File: config.mk
export PLATFORM = sky130hd
export DESIGN_NAME = spi_master_ctrl
export DESIGN_NICKNAME = d
export VERILOG_FILES = /design/src/rtl/spi_pkg.sv /design/src/rtl/spi_ss_decoder.sv /design/src/rtl/spi_master_ctrl.sv
export SDC_FILE = /design/constraint.sdc
export NUM_CORES = 1
export LEC_CHECK = 0
export BUFFER_PORTS_ARGS = -buffer_cell sky130_fd_sc_hd__buf_2
export CAP_MARGIN = 15
export CELL_PAD_IN_SITES_DETAIL_PLACEMENT = 0
export CELL_PAD_IN_SITES_GLOBAL_PLACEMENT = 1
export CORE_ASPECT_RATIO = 1.2
export CORE_UTILIZATION = 33
export CTS_CLUSTER_SIZE = 30
export DETAILED_ROUTE_END_ITERATION = 10
export PLACE_DENSITY = 0.83
export SLEW_MARGIN = 20
export SYNTH_ARGS = -nofsm -noshare
export SYNTH_HDL_FRONTEND = slang
export SYNTH_SLANG_ARGS = --single-unit
export TNS_END_PERCENT = 10
File: constraint.sdc
create_clock -name sclk -period 2.1 [get_ports sclk]
set_input_delay 0.63 -clock sclk [delete_from_list [all_inputs] [get_ports sclk]]
set_output_delay 0.63 -clock sclk [all_outputs]
set_load 0.01 [all_outputs]
File: src/rtl/spi_pkg.sv
// Shared types and default widths for the SPI master control slice.
// Used by spi_master_ctrl and spi_ss_decoder.
package spi_pkg;

    localparam int SPI_REG_WIDTH_DEF  = 8;
    localparam int SPI_NUM_SLAVES_DEF = 4;
    localparam int SPI_GUARD_DEF      = 2;

    typedef enum logic [2:0] {
        ST_IDLE,
        ST_LOAD,
        ST_SETUP,
        ST_SHIFT,
        ST_HOLD,
        ST_DONE
    } spi_ctrl_state_t;

endpackage

File: src/rtl/spi_ss_decoder.sv
// 1-of-N active-low slave-select decoder.
// All lines stay high unless enable is asserted.
module spi_ss_decoder
    import spi_pkg::*;
#(
    parameter int NUM_SLAVES = SPI_NUM_SLAVES_DEF
) (
    input  logic [$clog2(NUM_SLAVES)-1:0] index,
    input  logic                          enable,
    output logic [NUM_SLAVES-1:0]         ss_n
);

    localparam int SEL_W = $clog2(NUM_SLAVES);

    always_comb begin
        ss_n = '1;
        for (int i = 0; i < NUM_SLAVES; i++) begin
            if (enable && (index == SEL_W'(i))) begin
                ss_n[i] = 1'b0;
            end
        end
    end

endmodule

File: src/rtl/spi_master_ctrl.sv
// SPI master control FSM: load strobe, shift enable and chip selects.
// Define SPI_CS_GUARD_EN to add CS setup/hold guard states.
module spi_master_ctrl
    import spi_pkg::*;
#(
    parameter int REG_WIDTH    = SPI_REG_WIDTH_DEF,
    parameter int NUM_SLAVES   = SPI_NUM_SLAVES_DEF,
    parameter int GUARD_CYCLES = SPI_GUARD_DEF
) (
    input  logic                          sclk,
    input  logic                          rst,
    input  logic                          start,
    input  logic [$clog2(NUM_SLAVES)-1:0] slave_sel,
    input  logic [REG_WIDTH-1:0]          tx_data,
    output logic [REG_WIDTH-1:0]          data_out,
    output logic                          load_en,
    output logic                          shift_en,
    output logic [NUM_SLAVES-1:0]         ss_n,
    output logic                          busy,
    output logic                          done,
    output logic                          err
);

    localparam int SEL_W = $clog2(NUM_SLAVES);
    localparam int CNT_W = $clog2(REG_WIDTH + 1);
    localparam logic [CNT_W-1:0] BIT_LAST = CNT_W'(REG_WIDTH - 1);
    localparam logic [SEL_W:0]   SLV_LIM  = (SEL_W + 1)'(NUM_SLAVES);

    spi_ctrl_state_t r_state;
    spi_ctrl_state_t w_next;

    logic [SEL_W-1:0]     r_sel;
    logic [REG_WIDTH-1:0] r_data;
    logic [CNT_W-1:0]     r_bit_cnt;
    logic                 r_err;
    logic                 w_start_ok;
    logic                 w_bit_last;
    logic                 w_ss_en;

    assign w_start_ok = start && ({1'b0, slave_sel} < SLV_LIM);
    assign w_bit_last = (r_bit_cnt == BIT_LAST);

`ifdef SPI_CS_GUARD_EN
    localparam logic [3:0] GUARD_LAST = 4'(GUARD_CYCLES - 1);

    logic [3:0] r_guard_cnt;
    logic       w_guard_last;

    assign w_guard_last = (r_guard_cnt == 4'd0);

    // Reloaded on entry to SETUP and HOLD, counts down to zero
    always_ff @(posedge sclk) begin
        if (rst) begin
            r_guard_cnt <= 4'd0;
        end else if ((r_state == ST_LOAD) ||
                     ((r_state == ST_SHIFT) && w_bit_last)) begin
            r_guard_cnt <= GUARD_LAST;
        end else if (((r_state == ST_SETUP) || (r_state == ST_HOLD)) &&
                     !w_guard_last) begin
            r_guard_cnt <= r_guard_cnt - 4'd1;
        end
    end
`endif

    always_comb begin
        w_next = r_state;
        unique case (r_state)
            ST_IDLE:  if (w_start_ok) w_next = ST_LOAD;
`ifdef SPI_CS_GUARD_EN
            ST_LOAD:  w_next = ST_SETUP;
            ST_SETUP: if (w_guard_last) w_next = ST_SHIFT;
            ST_SHIFT: if (w_bit_last) w_next = ST_HOLD;
            ST_HOLD:  if (w_guard_last) w_next = ST_DONE;
`else
            ST_LOAD:  w_next = ST_SHIFT;
            ST_SETUP: w_next = ST_IDLE;
            ST_SHIFT: if (w_bit_last) w_next = ST_DONE;
            ST_HOLD:  w_next = ST_IDLE;
`endif
            ST_DONE:  w_next = ST_IDLE;
            default:  w_next = ST_IDLE;
        endcase
    end

    always_ff @(posedge sclk) begin
        if (rst) begin
            r_state   <= ST_IDLE;
            r_sel     <= '0;
            r_data    <= '0;
            r_bit_cnt <= '0;
            r_err     <= 1'b0;
        end else begin
            r_state <= w_next;
            r_err   <= (r_state == ST_IDLE) && start && !w_start_ok;
            // Word and target are frozen at acceptance
            if ((r_state == ST_IDLE) && w_start_ok) begin
                r_sel  <= slave_sel;
                r_data <= tx_data;
            end
            if (r_state == ST_SHIFT) begin
                r_bit_cnt <= w_bit_last ? '0 : r_bit_cnt + 1'b1;
            end
        end
    end

    assign w_ss_en = (r_state == ST_LOAD) || (r_state == ST_SETUP) ||
                     (r_state == ST_SHIFT) || (r_state == ST_HOLD);

    assign data_out = r_data;
    assign load_en  = (r_state == ST_LOAD);
    assign shift_en = (r_state == ST_SHIFT);
    assign busy     = (r_state != ST_IDLE);
    assign done     = (r_state == ST_DONE);
    assign err      = r_err;

    spi_ss_decoder #(
        .NUM_SLAVES(NUM_SLAVES)
    ) u_ss_dec (
        .index (r_sel),
        .enable(w_ss_en),
        .ss_n  (ss_n)
    );

endmodule

==> results.py, run 1 <==
metrics = {
    "run_status": {
        "outcome": "finished, final reports clean",
    },
    "sta": {
        "min_period_over_period": 0.963,
        "tightest_slew_ns": 0.563,
        "final-setup-viol-count": 0,
        "fin_hold_ws_ns": 0.459,
        "hold_viol": 0,
        "tns_ns": 0,
        "fin_skew_ns": 0.000991,
        "max_freq_mhz": 495,
        "period_needed_ns": 2.02,
        "relSlewSlack": 0.623,
        "final-max-slew-violation-count": 0,
        "worst_slack_ns": 0.0783,
        "rsz0062_at_grt": "no",
    },
    "power_and_ir_drop": {
        "switching_share": 0.269,
        "internal-power_w": 0.000468,
        "p_seq_frac": 0.580,
        "clkPwrFrac": 0.267,
        "combinationalPowerShare": 0.153,
        "max-vdd-ir-drop_v": 0.000329,
        "power_density_mw_per_mm2": 671,
        "leakagePower_nw": 0.445,
        "p_sw_w": 0.000172,
    },
    "floorplan": {
        "design.core.area_mm2": 0.00212,
        "die_h_um": 54.8,
        "boundaryPins": 30,
        "die_x_um": 46.0,
        "die-area_mm2": 0.00252,
        "initial_core_util": 0.362,
        "rows": 18,
    },
    "synthesis": {
        "netlist_instances": 89,
        "syn_area_per_cell_um2": 8.62,
        "syn_nets": 103,
        "synth_seq_cells": 18,
        "synth_top_area_share": 0.470,
        "synth_area_leaders": "dfxtp_1 (47%), nand2_1 (13%), a21oi_1 (9.1%)",
        "netlist_area_um2": 767,
        "synth_cell_types": 24,
        "ys_seq_area_frac": 0.470,
        "yosys_warnings": 0,
        "yosysTopAreaCell": "dfxtp_1",
    },
    "clock_network": {
        "clock_latency_ns": 0.29,
        "cts_setup_buffers": 0,
        "cts_resized": 2,
        "cts-root-buf": "clkbuf_4",
        "htreeDepth": 1,
        "numCtsBuffers": 3,
        "cts_tree": "built",
        "holdBufCountCts": 0,
        "cts.sinks": 18,
        "path_clk_slew_ns": 0.10,
        "clockBufferDepth": 2,
    },
    "finish": {
        "layout_commonest_cell": "buf_2",
        "fin_nets": 133,
        "final_cell_mix": "buf_2 (29), nand2_1 (26), dfxtp_1 (16)",
        "design_area_um2": 953,
        "area_growth_syn_to_layout_pct": 24.3,
        "drive_above_1_share": 0.333,
        "diodes": 0,
    },
    "route": {
        "drc_errors": 0,
        "routed_wl_um": 1510,
        "avgRoutedWirePerCell_um": 10.3,
        "ant_nets": 0,
        "dr.pass1.iters": 4,
        "drtIter0Drc": 3,
        "viasPerCell": 4.65,
        "num_vias": 683,
    },
    "worst_setup_path": {
        "r2r_end": "r_bit_cnt[3]",
        "cpMostUsedCell": "or3_1",
        "arrival_ns": 1.39,
        "worstSetupPathType": "reg -> out",
        "r2r-start": "r_bit_cnt[0]",
        "regToRegSetupSlack_ns": 0.63,
        "cp-end-kind": "primary output",
        "r2r_cells": 4,
        "critPathRequiredTime_ns": 1.47,
        "cp_max_fo": 8,
        "start_kind": "flop",
        "cpPeakStageDelay_ns": 0.42,
        "path_cells": "or3_1, nand2_1, or3_1, buf_2",
        "crit_path_top_delay_cell": "dfxtp_4",
    },
    "global_route": {
        "grt_pass1_wl_um": 2450,
        "overflow": 0,
        "grt_start_max_net_pins": 18,
        "gr-usage-all-layers": 0.136,
        "grt_pass1_vias": 574,
        "antenna_found_initial": 0,
    },
    "placement": {
        "pre_cts_slack_ns": 0.240,
        "portBuffers": 29,
        "dp_hpwl_um": 1090,
        "placed_area_um2": 923,
        "gp_congestion": 0.736,
    },
    "hold_path": {
        "min_path_type": "reg -> reg",
        "min-delay-start": "data_out[1]",
        "whs_path_depth": 2,
        "whs_endpoint": "data_out[1]",
    },
    "flow_run": {
        "maxCapViolations": 0,
    },
}
[metrics by stage]
step,power [W],utilization,std cells
finish,0.000640,0.450,147
global route,0.000668,0.450,147
CTS,0.000647,0.448,147
detailed placement,0.000479,0.436,144
global placement,0.000477,0.436,144
floorplan,0.000448,-,89
[worst max path at each step]
stage,cells after the start,from,slack [ns],to
2_1_floorplan,4,r_state[2],0.29,ss_n[0]
3_3_place_gp,4,r_state[0],0.28,ss_n[0]
3_5_place_dp,4,r_state[0],0.24,ss_n[0]
4_1_cts,4,r_state[0],0.03,ss_n[0]
5_1_grt,4,r_state[0],0.01,ss_n[0]
6_report,4,r_state[0],0.08,ss_n[0]
[per-layer routing]
| metal | vias to the layer above | GRT usage | part of all wire |
|---|---|---|---|
| li1 | 357 | - | - |
| met1 | 302 | 0.174 | 0.46 |
| met2 | 19 | 0.209 | 0.47 |
| met3 | 5 | 0.0198 | 0.042 |
| met4 | 0 | 0.0882 | 0.028 |
| met5 | - | 0 | 0 |
[cell type report]
type	count	area, um2
multi-input combinational	64	362
timing repair buffer	31	160
inverter	1	3.75
sequential	18	368
clock buffer	3	22.5
tap	30	37.5
fill	249	1160
[flip-flops by register name, indices dropped and copies added (netlist names)]
signal     count
err            1
r_state        3
r_sel          2
r_bit_cnt      4
data_out       8
[synth_stat cells, drive strengths merged]
| cell type | number |
|---|---|
| or3 | 3 |
| or4b | 1 |
| ha | 1 |
| xor2 | 1 |
| nand4b | 3 |
| clkbuf | 2 |
| nand3 | 1 |
| a21oi | 14 |
| o21ai | 2 |
| or4 | 1 |
| nand2 | 26 |
| nand3b | 1 |
| conb | 1 |
| nand2b | 1 |
| nand4 | 1 |
| inv | 1 |
| and3b | 1 |
| buf | 4 |
| nor4b | 1 |
| nor2 | 4 |
| dfxtp | 18 |
| a211oi | 1 |
[cell families (layout without fill, tap and decap cells)]
kind of cell,Yosys count,in the layout,share of synthesized area
adders and majority gates,1,1,0.0163
DFF,18,18,0.470
xor gates and xnor gates,1,1,0.0114
buffers and inverters,7,35,0.0587
AOI/OAI and AO/OA,17,17,0.114
and+or+nand+nor,44,44,0.325
other,1,1,0.00489
[worst max-delay path: cells and delay by family, from the launching register on]
kind,cells,cell delay (ns)
buf+inv,1,0.14
simple gates,3,0.54
flops,1,0.42
[power groups by stage]
stage | clock (W) | combinational [W] | sequential, W
final | 0.000171 | 0.0000976 | 0.000371
after global routing | 0.000184 | 0.000110 | 0.000374
after CTS | 0.000175 | 0.0000993 | 0.000373
after detailed placement | 0 | 0.0000989 | 0.000380
after global placement | 0 | 0.0000975 | 0.000379
after floorplan | 0 | 0.0000676 | 0.000380
(Power assumes the default switching activity.)
==> run 2: changes to the inputs <==
==> constraint.sdc (replaced) <==
create_clock -name sclk -period 2.1 [get_ports sclk]
set_input_delay 0.63 -clock sclk [delete_from_list [all_inputs] [get_ports sclk]]
set_output_delay 0.63 -clock sclk [all_outputs]
set_load 0.02 [all_outputs]
==> results.py, run 2 (synthesized netlist as in run 1, its figures left out) <==
metrics = {
    "run_status": {
        "outcome": "finished, final reports clean",
    },
    "power_and_ir_drop": {
        "power_w": 0.000651,
        "power_density_mw_per_mm2": 679,
        "leakagePower_nw": 0.446,
        "combinationalPowerShare": 0.185,
        "clkPwrFrac": 0.249,
        "p_sw_w": 0.000179,
        "max-vdd-ir-drop_v": 0.000349,
        "switching_share": 0.275,
        "p_seq_frac": 0.566,
        "internal-power_w": 0.000472,
    },
    "global_route": {
        "overflow": 0,
        "antenna_found_initial": 0,
        "gr-usage-all-layers": 0.135,
        "grt_pass1_vias": 549,
        "grt_start_max_net_pins": 18,
        "grt_pass1_wl_um": 2390,
    },
    "route": {
        "num_vias": 673,
        "viasPerCell": 4.58,
        "dr.pass1.iters": 3,
        "ant_nets": 0,
        "avgRoutedWirePerCell_um": 10.1,
        "drtIter0Drc": 9,
        "drc_errors": 0,
        "routed_wl_um": 1490,
    },
    "clock_network": {
        "cts_tree": "built",
        "clockBufferDepth": 2,
        "cts.sinks": 18,
        "htreeDepth": 1,
        "path_clk_slew_ns": 0.09,
        "cts_setup_buffers": 0,
        "clock_latency_ns": 0.28,
        "numCtsBuffers": 3,
        "cts-root-buf": "clkbuf_4",
    },
    "sta": {
        "tns_ns": 0,
        "final-setup-viol-count": 0,
        "tightest_slew_ns": 0.587,
        "max_freq_mhz": 501,
        "final-max-slew-violation-count": 0,
        "worst_slack_ns": 0.104,
        "hold_viol": 0,
        "fin_skew_ns": 0.00193,
        "period_needed_ns": 2.00,
        "min_period_over_period": 0.951,
        "relSlewSlack": 0.607,
        "rsz0062_at_grt": "no",
    },
    "worst_setup_path": {
        "cp_max_fo": 8,
        "regToRegSetupSlack_ns": 0.64,
        "path_cells": "or3_4, nand2_1, or3_1, buf_2",
        "worstSetupPathType": "reg -> out",
        "r2r_cells": 4,
        "cpPeakStageDelay_ns": 0.41,
        "start_kind": "flop",
        "cp-end-kind": "primary output",
        "crit_path_top_delay_cell": "or3_4",
        "r2r_end": "r_bit_cnt[3]",
        "r2r-start": "r_bit_cnt[0]",
        "critPathRequiredTime_ns": 1.47,
        "arrival_ns": 1.37,
    },
    "finish": {
        "post-route-util": 0.453,
        "diodes": 0,
        "area_growth_syn_to_layout_pct": 25.1,
        "fillers": 255,
        "drive_above_1_share": 0.350,
        "largest_reg_flops": 8,
        "layout_commonest_cell": "buf_2",
        "fin_nets": 133,
        "final_cell_mix": "buf_2 (29), nand2_1 (26), dfxtp_1 (16)",
    },
    "placement": {
        "portBuffers": 29,
        "gp_congestion": 0.736,
        "dp_hpwl_um": 1110,
        "pre_cts_slack_ns": 0.266,
    },
    "hold_path": {
        "whs_endpoint": "data_out[3]",
        "min_path_type": "reg -> reg",
        "min-delay-start": "data_out[3]",
        "whs_path_depth": 2,
    },
    "floorplan": {
        "die_h_um": 54.8,
        "die_x_um": 46.0,
        "design.core.area_mm2": 0.00212,
        "die-area_mm2": 0.00252,
        "rows": 18,
        "boundaryPins": 30,
        "initial_core_util": 0.362,
    },
    "flow_run": {
        "maxCapViolations": 0,
    },
}
==> run 2: metrics by stage <==
| step | instance area [um2] | instances | hold WS (ns) |
|---|---|---|---|
| 2_1_floorplan | 767 | 89 | 0.453 |
| 3_3_place_gp | 923 | 144 | 0.440 |
| 3_5_place_dp | 923 | 144 | 0.444 |
| 4_1_cts | 947 | 147 | 0.458 |
| 5_1_grt | 960 | 147 | 0.481 |
| 6_report | 960 | 147 | 0.458 |
==> run 2: worst max-delay path by stage <==
stage          startpoint  endpoint  slack, ns  depth (start not counted)
2_1_floorplan  r_state[2]   ss_n[0]       0.14                          4
3_3_place_gp   r_state[1]   ss_n[0]       0.30                          4
3_5_place_dp   r_state[1]   ss_n[0]       0.27                          4
4_1_cts        r_state[1]   ss_n[0]       0.04                          4
5_1_grt        r_state[2]   ss_n[0]       0.03                          4
6_report       r_state[2]   ss_n[0]       0.10                          4
==> run 2: cell type report <==
| class | instances | area (um2) | share of cell area |
|---|---|---|---|
| tap | 30 | 37.5 | 0.0391 |
| multi-input combinational | 64 | 370 | 0.386 |
| sequential | 18 | 365 | 0.381 |
| inverter | 1 | 3.75 | 0.00391 |
| clock buffer | 3 | 22.5 | 0.0235 |
| timing repair buffer | 31 | 160 | 0.167 |
==> run 2: per-layer routing <==
| metal | up-vias | global-route usage | wire length (um) |
|---|---|---|---|
| met5 | - | 0 | 0 |
| met4 | 0 | 0.0735 | 15 |
| met3 | 2 | 0.0297 | 49 |
| met2 | 16 | 0.218 | 761 |
| met1 | 300 | 0.164 | 659 |
| li1 | 355 | - | - |
==> run 2: critical path, delay by kind of cell (launching register included) <==
kind	cells	cell delay (ns)
buffers and inverters	1	0.15
DFF	1	0.39
and+or+nand+nor	3	0.55
==> run 2: timing repair <==
action / CTS / global route
hold endpoints to repair: 0 / 0
setup endpoints to repair: 1 / 1
gates resized for setup: 2 / 4
hold buffers: 0 / 0
==> run 2: power groups by stage <==
stage	sequential [W]	clock [W]	combinational, W
3_3_place_gp	0.000376	0	0.000119
3_5_place_dp	0.000377	0	0.000120
2_1_floorplan	0.000389	0	0.0000745
6_report	0.000369	0.000162	0.000121
4_1_cts	0.000369	0.000175	0.000121
5_1_grt	0.000371	0.000190	0.000134
==> run 3: changes to the inputs <==
- CORE_UTILIZATION: 33 -> 35
- PLACE_DENSITY: 0.83 -> 0.87
- clock period: 2.1 -> 2.5 ns (I/O delays scaled with it)
==> results.py, run 3 (synthesized netlist as in run 1, its figures left out) <==
metrics = {
    "worst_setup_path": {
        "crit_path_top_delay_cell": "dfxtp_1",
        "path_cells": "or3_1, nand2_1, or3_1, buf_2",
        "cpPeakStageDelay_ns": 0.57,
        "arrival_ns": 1.59,
        "critical-path-top-delay-family": "simple AND/OR/NAND/NOR gates",
        "cpMostUsedCell": "or3_1",
        "start_kind": "flop",
        "critPathRequiredTime_ns": 1.75,
        "cp_num_buf_inv": 1,
        "cp-end-kind": "primary output",
        "cp_max_fo": 9,
        "worstSetupPathType": "reg -> out",
    },
    "floorplan": {
        "initial_core_util": 0.370,
        "rows": 18,
        "die_h_um": 53.3,
        "die_x_um": 44.7,
        "design.core.area_mm2": 0.00207,
        "boundaryPins": 30,
        "die-area_mm2": 0.00238,
    },
    "power_and_ir_drop": {
        "p_seq_frac": 0.588,
        "max-vdd-ir-drop_v": 0.000356,
        "internal-power_w": 0.000392,
        "clkPwrFrac": 0.242,
        "p_sw_w": 0.000143,
        "leakagePower_nw": 0.435,
        "power_density_mw_per_mm2": 575,
        "switching_share": 0.267,
        "combinationalPowerShare": 0.170,
    },
    "global_route": {
        "gr-usage-all-layers": 0.121,
        "grt_start_max_net_pins": 18,
        "grt_pass1_vias": 513,
        "antenna_found_initial": 0,
        "overflow": 0,
        "grt_pass1_wl_um": 2160,
    },
    "clock_network": {
        "cts.sinks": 18,
        "clock_latency_ns": 0.27,
        "clockBufferDepth": 2,
        "holdBufCountCts": 0,
        "cts_setup_buffers": 0,
        "path_clk_slew_ns": 0.09,
        "numCtsBuffers": 3,
        "htreeDepth": 1,
        "cts_resized": 0,
        "cts_tree": "built",
        "cts-root-buf": "clkbuf_4",
    },
    "finish": {
        "fin_nets": 131,
        "layout_commonest_cell": "buf_2",
        "final_cell_mix": "buf_2 (29), nand2_1 (26), dfxtp_1 (18)",
        "diodes": 0,
        "drive_above_1_share": 0.304,
        "largest_reg_flops": 8,
        "post-route-util": 0.449,
        "area_growth_syn_to_layout_pct": 21.4,
    },
    "sta": {
        "tightest_slew_ns": 0.570,
        "period_needed_ns": 2.34,
        "hold_viol": 0,
        "fin_hold_ws_ns": 0.456,
        "max_freq_mhz": 427,
        "final-setup-viol-count": 0,
        "tns_ns": 0,
        "min_period_over_period": 0.937,
        "final-max-slew-violation-count": 0,
        "relSlewSlack": 0.618,
        "rsz0062_at_grt": "no",
        "fin_skew_ns": 0.00538,
    },
    "route": {
        "drc_errors": 0,
        "dr.pass1.iters": 4,
        "ant_nets": 0,
        "routed_wl_um": 1360,
        "viasPerCell": 4.59,
        "num_vias": 666,
        "avgRoutedWirePerCell_um": 9.37,
        "drtIter0Drc": 14,
    },
    "placement": {
        "dp_hpwl_um": 1030,
        "portBuffers": 29,
        "gp_congestion": 0.743,
    },
    "hold_path": {
        "min_path_type": "reg -> reg",
    },
    "flow_run": {
        "maxCapViolations": 0,
    },
    "run_status": {
        "outcome": "finished, final reports clean",
    },
}
## run 3: cell count changes in the layout (fill, tap and decap cells not counted), sizes merged
cell / before / now
buf: 31 / 29
## run 3: worst reg2reg max path, stage by stage, from the launching register on
cell	delay, ns
dfxtp_1	0.34
ha_1	0.21
and3b_1	0.21
or4_1	0.48
a21oi_1	0.14
## run 3: final timing paths
path                            slack (ns)    startpoint           end  cells past startpoint
worst min-delay path                  0.46   data_out[4]   data_out[4]                      2
worst max-delay path                  0.16    r_state[1]       ss_n[0]                      4
worst min register to register        0.46   data_out[4]   data_out[4]                      2
worst max register to register        1.05  r_bit_cnt[0]  r_bit_cnt[3]                      4
## run 3: power groups by stage
stage | registers, W | logic (W) | clock network (W)
after floorplan | 0.000327 | 0.0000625 | 0
after global placement | 0.000321 | 0.0000910 | 0
after detailed placement | 0.000322 | 0.0000916 | 0
after CTS | 0.000315 | 0.0000919 | 0.000137
after global routing | 0.000317 | 0.000101 | 0.000154
final | 0.000315 | 0.0000909 | 0.000129
## run 3: final cells by class
cell class	instances	area (um2)
fillers	237	1140
multi-input cells	64	362
flip-flops and latches	18	360
repair buffers	29	145
well taps	30	37.5
clock buffers	3	22.5
inverters	1	3.75
## run 3: stage by stage
stage / std cells / setup WS, ns / power [W] / area [um2]
global route: 145 / 0.0642 / 0.000572 / 931
floorplan: 89 / 0.424 / 0.000389 / 767
global placement: 142 / 0.482 / 0.000412 / 908
detailed placement: 142 / 0.424 / 0.000413 / 908
CTS: 145 / 0.116 / 0.000544 / 931
finish: 145 / 0.158 / 0.000535 / 931
## run 3: metal layers
layer  share of wire  routed length [um]  global-route usage  up-vias
met5               0                   0                   0        -
li1                -                   -                   -      355
met3           0.039                  53              0.0307        0
met2            0.47                 640               0.184       18
met4               0                   0              0.0303        0
met1            0.49                 664               0.169      293
